## config.mk

```make
export PLATFORM = sky130hd
export DESIGN_NAME = if_pc_predict_flat
export DESIGN_NICKNAME = d
export VERILOG_FILES = /design/src/rtl/if_pc_predict_if.sv /design/src/rtl/if_pc_predict.sv /design/src/flat_wrapper.sv
export SDC_FILE = /design/constraint.sdc
export NUM_CORES = 1
export LEC_CHECK = 0
export ABC_AREA = 1
export CAP_MARGIN = 0
export CORE_MARGIN = 2
export CORE_UTILIZATION = 33
export CTS_CLUSTER_SIZE = 16
export DETAILED_ROUTE_END_ITERATION = 10
export PLACE_DENSITY = 0.78
export SLEW_MARGIN = 10
export SYNTH_ARGS = -nofsm -noshare
export SYNTH_HDL_FRONTEND = slang
export SYNTH_SLANG_ARGS = --single-unit
```

## constraint.sdc

```tcl
create_clock -name clk -period 1.6 [get_ports clk]
set_input_delay 0.32 -clock clk [delete_from_list [all_inputs] [get_ports clk]]
set_output_delay 0.32 -clock clk [all_outputs]
set_load 0.01 [all_outputs]
```

## src/rtl/if_pc_predict_if.sv

```systemverilog
// Fetch-side bundle of if_pc_predict: stall and EX resolve inputs, fetch PC and prediction outputs.
interface if_pc_predict_if;
    logic        stallF;
    logic        res_valid;
    logic [31:0] res_pc;
    logic        res_taken;
    logic [31:0] res_target;
    logic        res_predicted;
    logic [31:0] res_pred_target;
    logic [31:0] PC_IF;
    logic        predict_taken;
    logic [31:0] pred_target;
    logic        flush_out;

    modport master (
        output stallF, res_valid, res_pc, res_taken, res_target, res_predicted, res_pred_target,
        input  PC_IF, predict_taken, pred_target, flush_out
    );

    modport slave (
        input  stallF, res_valid, res_pc, res_taken, res_target, res_predicted, res_pred_target,
        output PC_IF, predict_taken, pred_target, flush_out
    );
endinterface

```

## src/rtl/if_pc_predict.sv

```systemverilog
// Fetch PC generator: EX redirect, stall hold, optional BTB prediction, else PC+4.
// Define IF_BTB_EN to build the direct-mapped BTB with 2-bit direction counters.
module if_pc_predict #(
    parameter logic [31:0] RESET_PC    = 32'h0000_0000,
    parameter int          BTB_ENTRIES = 16,
    localparam int         IDX_W       = $clog2(BTB_ENTRIES)
) (
    input  logic           clk,
    input  logic           rst_n,
    if_pc_predict_if.slave bus
);
    logic [31:0] pc_q;
    logic [31:0] pc_d;
    logic [31:0] pc_plus4;
    logic        predict_taken;
    logic [31:0] pred_target;
    logic        mispredict;

    assign pc_plus4 = pc_q + 32'd4;

`ifdef IF_BTB_EN
    localparam int TAG_W = 30 - IDX_W;

    logic             valid_q  [BTB_ENTRIES];
    logic [1:0]       ctr_q    [BTB_ENTRIES];
    logic [TAG_W-1:0] tag_q    [BTB_ENTRIES];
    logic [31:0]      target_q [BTB_ENTRIES];

    logic [IDX_W-1:0] idx_f;
    logic [IDX_W-1:0] idx_r;
    logic [TAG_W-1:0] tag_f;
    logic [TAG_W-1:0] tag_r;
    logic             hit_f;
    logic             hit_r;

    assign idx_f = pc_q[IDX_W+1:2];
    assign tag_f = pc_q[31:IDX_W+2];
    assign idx_r = bus.res_pc[IDX_W+1:2];
    assign tag_r = bus.res_pc[31:IDX_W+2];
    assign hit_f = valid_q[idx_f] && (tag_q[idx_f] == tag_f);
    assign hit_r = valid_q[idx_r] && (tag_q[idx_r] == tag_r);

    assign predict_taken = hit_f && ctr_q[idx_f][1];
    assign pred_target   = hit_f ? target_q[idx_f] : pc_plus4;
    assign mispredict    = bus.res_valid &&
                           ((bus.res_taken != bus.res_predicted) ||
                            (bus.res_taken && bus.res_predicted &&
                             (bus.res_target != bus.res_pred_target)));

    always_ff @(posedge clk or negedge rst_n) begin
        if (!rst_n) begin
            for (int i = 0; i < BTB_ENTRIES; i++) begin
                valid_q[i] <= 1'b0;
                ctr_q[i]   <= 2'b01;
            end
        end else if (bus.res_valid) begin
            if (hit_r) begin
                if (bus.res_taken && (ctr_q[idx_r] != 2'b11))
                    ctr_q[idx_r] <= ctr_q[idx_r] + 2'd1;
                else if (!bus.res_taken && (ctr_q[idx_r] != 2'b00))
                    ctr_q[idx_r] <= ctr_q[idx_r] - 2'd1;
            end else if (bus.res_taken) begin
                valid_q[idx_r] <= 1'b1;
                ctr_q[idx_r]   <= 2'b10;
            end
        end
    end

    // Tag/target are gated by valid, so no reset; a taken hit rewrites an identical tag.
    always_ff @(posedge clk) begin
        if (bus.res_valid && bus.res_taken) begin
            tag_q[idx_r]    <= tag_r;
            target_q[idx_r] <= bus.res_target;
        end
    end
`else
    logic unused_ok;

    assign predict_taken = 1'b0;
    assign pred_target   = pc_plus4;
    assign mispredict    = bus.res_valid && bus.res_taken;
    assign unused_ok     = ^{bus.res_predicted, bus.res_pred_target, pc_q[IDX_W+1:2]};
`endif

    always_comb begin
        pc_d = pc_plus4;
        if (mispredict)
            pc_d = bus.res_taken ? bus.res_target : (bus.res_pc + 32'd4);
        else if (bus.stallF)
            pc_d = pc_q;
        else if (predict_taken)
            pc_d = pred_target;
    end

    always_ff @(posedge clk or negedge rst_n) begin
        if (!rst_n)
            pc_q <= RESET_PC;
        else
            pc_q <= pc_d;
    end

    assign bus.PC_IF         = pc_q;
    assign bus.predict_taken = predict_taken;
    assign bus.pred_target   = pred_target;
    assign bus.flush_out     = mispredict;
endmodule

```

## src/flat_wrapper.sv

```systemverilog
// flat-port wrapper written by rule: the top's interface ports become plain ports
module if_pc_predict_flat 
#(
    parameter logic [31:0] RESET_PC    = 32'h0000_0000,
    parameter int          BTB_ENTRIES = 16,
    localparam int         IDX_W       = $clog2(BTB_ENTRIES)
)
  (clk, rst_n, bus_stallF, bus_res_valid, bus_res_pc, bus_res_taken, bus_res_target, bus_res_predicted, bus_res_pred_target, bus_PC_IF, bus_predict_taken, bus_pred_target, bus_flush_out);
  if_pc_predict_if bus_i ();
  input  logic clk;
  input  logic rst_n;
  input wire logic [$bits(bus_i.stallF)-1:0] bus_stallF;
  input wire logic [$bits(bus_i.res_valid)-1:0] bus_res_valid;
  input wire logic [$bits(bus_i.res_pc)-1:0] bus_res_pc;
  input wire logic [$bits(bus_i.res_taken)-1:0] bus_res_taken;
  input wire logic [$bits(bus_i.res_target)-1:0] bus_res_target;
  input wire logic [$bits(bus_i.res_predicted)-1:0] bus_res_predicted;
  input wire logic [$bits(bus_i.res_pred_target)-1:0] bus_res_pred_target;
  output wire logic [$bits(bus_i.PC_IF)-1:0] bus_PC_IF;
  output wire logic [$bits(bus_i.predict_taken)-1:0] bus_predict_taken;
  output wire logic [$bits(bus_i.pred_target)-1:0] bus_pred_target;
  output wire logic [$bits(bus_i.flush_out)-1:0] bus_flush_out;
  assign bus_i.stallF = bus_stallF;
  assign bus_i.res_valid = bus_res_valid;
  assign bus_i.res_pc = bus_res_pc;
  assign bus_i.res_taken = bus_res_taken;
  assign bus_i.res_target = bus_res_target;
  assign bus_i.res_predicted = bus_res_predicted;
  assign bus_i.res_pred_target = bus_res_pred_target;
  assign bus_PC_IF = bus_i.PC_IF;
  assign bus_predict_taken = bus_i.predict_taken;
  assign bus_pred_target = bus_i.pred_target;
  assign bus_flush_out = bus_i.flush_out;
  if_pc_predict #(.RESET_PC(RESET_PC), .BTB_ENTRIES(BTB_ENTRIES)) u_core (.clk(clk), .rst_n(rst_n), .bus(bus_i));
endmodule
```

==> Yosys cells after proc, flatten, opt, wreduce, memory -nomap -nowiden <==
Index checks and enable logic that the tools add are counted.
{ "op_classes": {"add_sub_neg": 2, "n_eq_ne": 1, "mux": 3, "reduce_logical": 1} }
{ "ops": {"columns": ["operator", "n"], "rows": [
  ["32-bit 2-to-1 mux", 3],
  ["32-bit by 3-bit adder with 32-bit output (second input constant)", 2],
  ["2-bit by 1-bit inequality test with 1-bit output (second input constant)", 1],
  ["1-bit logical AND", 1]
]} }
{ "word_totals": {"reg_bits": 32, "output_inout_bits": 66} }

==> Depth between registers and ports, before layout <==
{ "depth": {"word_depth": 3, "depth_mapped": 10} }

==> Worst setup path after synthesis <==
Ideal clock, no wire load.
{ "synth_path": {"path_type": "reg2out", "startpoint": "register u_core.pc_q[3] (netlist: u_core.bus.PC_IF[3])", "endpoint": "output bus_pred_target[14]", "t_arrival_ns": 1.359, "slack_ns": -0.079, "stages_incl_launch_ff": 8, "cell_sequence": "dfrtp_1 -> ha_1 -> inv_1 -> nor2_2 -> nand2_2 -> nor2_2 -> nand2_1 -> and2_1"} }
{ "synth_via": {"elab_chain_len": 1} }
{ "synth_rtl": {"columns": ["item", "line", "text"], "rows": [
  ["from (decl)", "if_pc_predict.sv:12", "logic [31:0] pc_q;"],
  ["from (signal assigned)", "if_pc_predict.sv:99", "pc_q <= pc_d;"],
  ["32-bit by 3-bit adder with 32-bit output", "if_pc_predict.sv:19", "assign pc_plus4 = pc_q + 32'd4;"],
  ["to (decl)", "flat_wrapper.sv:21", "output wire logic [$bits(bus_i.pred_target)-1:0] bus_pred_target;"]
]} }
Every way passes these cells.

==> Worst setup path after layout <==
{ "layout_path": {"startpoint": "register u_core.pc_q[6] (netlist: u_core.bus.PC_IF[6])", "endpoint": "output bus_pred_target[21]"} }
The elaborated chain is that of the path after synthesis.

==> impl_metrics.env <==
export IMPL_num_vias=3474
export IMPL_io_pins=168
export IMPL_num_antenna_cells=0
export IMPL_area_delta_synth_final_pct=92.58
export IMPL_status="complete, but fails checks"
export IMPL_layout_drive_gt1_share_pct=41.25
export IMPL_final_util_pct=66.46
export IMPL_wire_per_inst_um=15.94
export IMPL_hold_ws_ns=0.4015
export IMPL_crit_top_cell="nand2_1"
export IMPL_antenna_found_initial=0
export IMPL_final_nets=708
export IMPL_std_cell_rows=31
export IMPL_violations="negative setup slack"
export IMPL_rr_startpoint="u_core.bus.PC_IF[6]$_DFFE_PN0N_"
export IMPL_grt_pass1_wl_um=16750
export IMPL_setup_viol=34
export IMPL_fp_dieH_um=91.56
export IMPL_fmax_mhz=467.1
export IMPL_portBuffers=101
export IMPL_ant_nets=0
export IMPL_regArea_sq_um=807.0
export IMPL_ys_types=28
export IMPL_critPathMaxFanout=4
export IMPL_crit_chain="buf_4 > nand2_2 > nor2_4 > nand2_4 > buf_6 > nor2_4 > nand2_1 > nand2_1 > nand2_1 > buf_2"
export IMPL_min_period_ns=2.141
export IMPL_synth_warnings=0
export IMPL_fillers=568
export IMPL_start_util_pct=34.51
export IMPL_setup_ws_ns=-0.5407
export IMPL_largest_register_ff_count=32
export IMPL_syn_nets=499
export IMPL_irDropWorstVdd_mv=0.5353
export IMPL_critPathCaptureType="output pin"
export IMPL_rsz0062_at_grt="true"
export IMPL_cpPeakStageDelay_ns=0.42
export IMPL_synth_top_area_cell="dfrtp_1"
export IMPL_critPathBufInv=3
export IMPL_multi_input_area_sq_um=1734
export IMPL_netlist_area_leader_share_pct=31.65
export IMPL_critPathTopFamily="simple AND/OR/NAND/NOR gates"
export IMPL_clkTransAtPathRegs_ns=0.08
export IMPL_max_cap_violations=0
export IMPL_critical_path_arrival_ns=1.82
export IMPL_place_congestion=0.8828
export IMPL_numClockSinks=32
export IMPL_routed_via_density=4.928
export IMPL_pre_cts_slack_ns=-0.4844
export IMPL_min_path_type="in2async"
export IMPL_h_tree_depth=2
export IMPL_critical_path_slowest_cell="dfrtp_1"
export IMPL_worstSetupStartpoint="u_core.bus.PC_IF[6]$_DFFE_PN0N_"
export IMPL_p_leak_nw=2.486
export IMPL_crit_type="reg2out"
export IMPL_cts_buffers=5
export IMPL_cts_tree="done"
export IMPL_drtIter0Drc=247
export IMPL_skew_ns=0.007230
export IMPL_core_sq_um=7331
export IMPL_p_per_area_nw_per_um2=853.7
export IMPL_syn_area_per_cell_sq_um=6.389
export IMPL_grt_max_degree=33
export IMPL_place_area_sq_um=4111
export IMPL_drcViolationCount=0
export IMPL_clk_insertion_delay_late_ns=0.30
export IMPL_wirelength_um=11240
export IMPL_grt_use_total_pct=24.93
export IMPL_ys_seq_area_share_pct=31.65
export IMPL_synth_area_sq_um=2530
export IMPL_ys_seq_elements=32
export IMPL_critPathRequiredTime_ns=1.28
export IMPL_gr_total_overflow=0
export IMPL_grt_pass1_vias=3529
export IMPL_fin_crit_sh_pct=133.8
export IMPL_finalMaxSlewViolations=0
export IMPL_synth_cells=396
export IMPL_hpwlAfterDp_um=6897
export IMPL_die_area_sq_um=8383
export IMPL_clockBufferDepth=2
export IMPL_final_area_sq_um=4872
export IMPL_cts_root_buf="clkbuf_8"
export IMPL_die_w_um=91.56
export IMPL_yosys_top_cells_area="dfrtp_1 32%, nand2_1 23%, inv_1 9.1%, nand3_1 5.5%, nor2_1 4.0%"
export IMPL_hold_viol=0
export IMPL_startpoint_type="register"
export IMPL_first_pass_iters=5
==> per-stage QoR <==
step / TNS (ns) / power [W] / cells
detailed placement: -14.40 / 0.002936 / 646
global placement: -12.29 / 0.002893 / 646
finish: -12.60 / 0.004159 / 705
global route: -15.09 / 0.004360 / 705
CTS: -9.351 / 0.003938 / 691
floorplan: 0 / 0.001812 / 396
==> kinds of logic (layout without fill, tap and decap cells) <==
group           Yosys count  after routing  synth area share (%)
fa+ha+maj                 1              1                0.4945
flops                    32             32                 31.65
other cells               1              1                0.1482
xor+xnor                 12             12                 5.342
buf+inv                  74            284                 11.87
compound gates           30             30                 7.023
simple gates            246            246                 43.47
==> repair_timing <==
action / in CTS / in global routing
cloned: 0 / 0
hold buffers: 0 / 0
resized for setup: 219 / 47
endpoints found under the setup margin: 60 / 44
buffers inserted: 37 / 14
pin swaps: 41 / 24
endpoints found under the hold margin: 0 / 0
==> power breakdown <==
| part | total (W) | switching [W] | internal [W] | leakage (nW) |
|---|---|---|---|---|
| Sequential | 0.00111 | 0.000165 | 0.000946 | 0.383 |
| Clock | 0.000901 | 0.000351 | 0.000550 | 0.0645 |
| Combinational | 0.00215 | 0.00104 | 0.00110 | 2.04 |
==> worst reg2reg max path, stage by stage, from the launching register on <==
cell and delay (ns):
dfrtp_1 0.42, buf_4 0.14, nand2_2 0.07, nor2_4 0.18
nand2_4 0.10, buf_6 0.15, nor2_4 0.12, nand2_2 0.07
buf_4 0.13, buf_6 0.10, buf_6 0.10, buf_6 0.10
buf_6 0.10, nand3_2 0.06, nand3_2 0.05
==> routing by layer <==
layer	track usage [%]	part of all wire (%)	vias up
met4	7.449	3.7	0
met1	28.99	37	1605
met5	0	0	-
met2	46.32	51	217
met3	4.149	7.8	41
li1	-	-	1611
==> layout make-up <==
type                            instances  area share, %
Clock buffer                            7          1.977
Clock inverter                          1         0.6163
Inverter                               63          5.059
Multi-Input combinational cell        290          35.59
Sequential cell                        32          16.56
Tap cell                               99          2.542
Timing Repair Buffer                  213          37.65
==> synthesized netlist by cell type <==
| library cell | count |
|---|---|
| nand2_1 | 156 |
| inv_1 | 61 |
| dfrtp_1 | 32 |
| nand3_1 | 28 |
| nor2_1 | 27 |
| o21ai_0 | 15 |
| nor2_2 | 12 |
| nand2_2 | 11 |
| buf_2 | 6 |
| nor2_4 | 6 |
| o22ai_1 | 5 |
| xor2_1 | 5 |
| buf_4 | 4 |
| o211ai_1 | 4 |
| a22o_1 | 3 |
| xnor2_1 | 3 |
| xor2_2 | 3 |
| and2_1 | 2 |
| inv_2 | 2 |
| nand2_4 | 2 |
| o21ai_1 | 2 |
| a21oi_1 | 1 |
| clkbuf_1 | 1 |
| conb_1 | 1 |
| ha_1 | 1 |
| nand4_1 | 1 |
| nor2_8 | 1 |
| xnor2_2 | 1 |
==> worst paths after layout <==
path | depth (start not counted) | to | slack, ns
min | 2 | u_core.bus.PC_IF[21]$_DFFE_PN0N_ | 0.40
min reg2reg | 2 | u_core.bus.PC_IF[1]$_DFFE_PN0P_ | 0.53
min in group clk | 2 | u_core.bus.PC_IF[1]$_DFFE_PN0P_ | 0.53
max | 10 | bus_pred_target[21] | -0.54
max reg2reg | 14 | u_core.bus.PC_IF[13]$_DFFE_PN0N_ | -0.41
max in group asynchronous | 2 | u_core.bus.PC_IF[4]$_DFFE_PN0N_ | 1.00
==> placed cells by master (no fill, tap or decap), types with 5 or more instances in the layout <==
cell             Yosys  routed
xor2_2               3       7
clkdlybuf4s50_1      0      40
nand2_1            156     143
buf_6                0      29
nand3_2              0       7
clkbuf_8             0       7
buf_4                4      85
nand2_4              2       6
dlygate4sd2_1        0      23
nand3_1             28      18
nor2_4               6      15
nor2_2              12      15
o21ai_0             15      13
clkbuf_2             0       5
o22ai_1              5       5
buf_2                6      22
dfrtp_1             32      27
nor2_1              27      15
dfrtp_2              0       5
inv_1               61      56
nand2_2             11      20
Note: power is estimated with default switching activity, not from simulation.
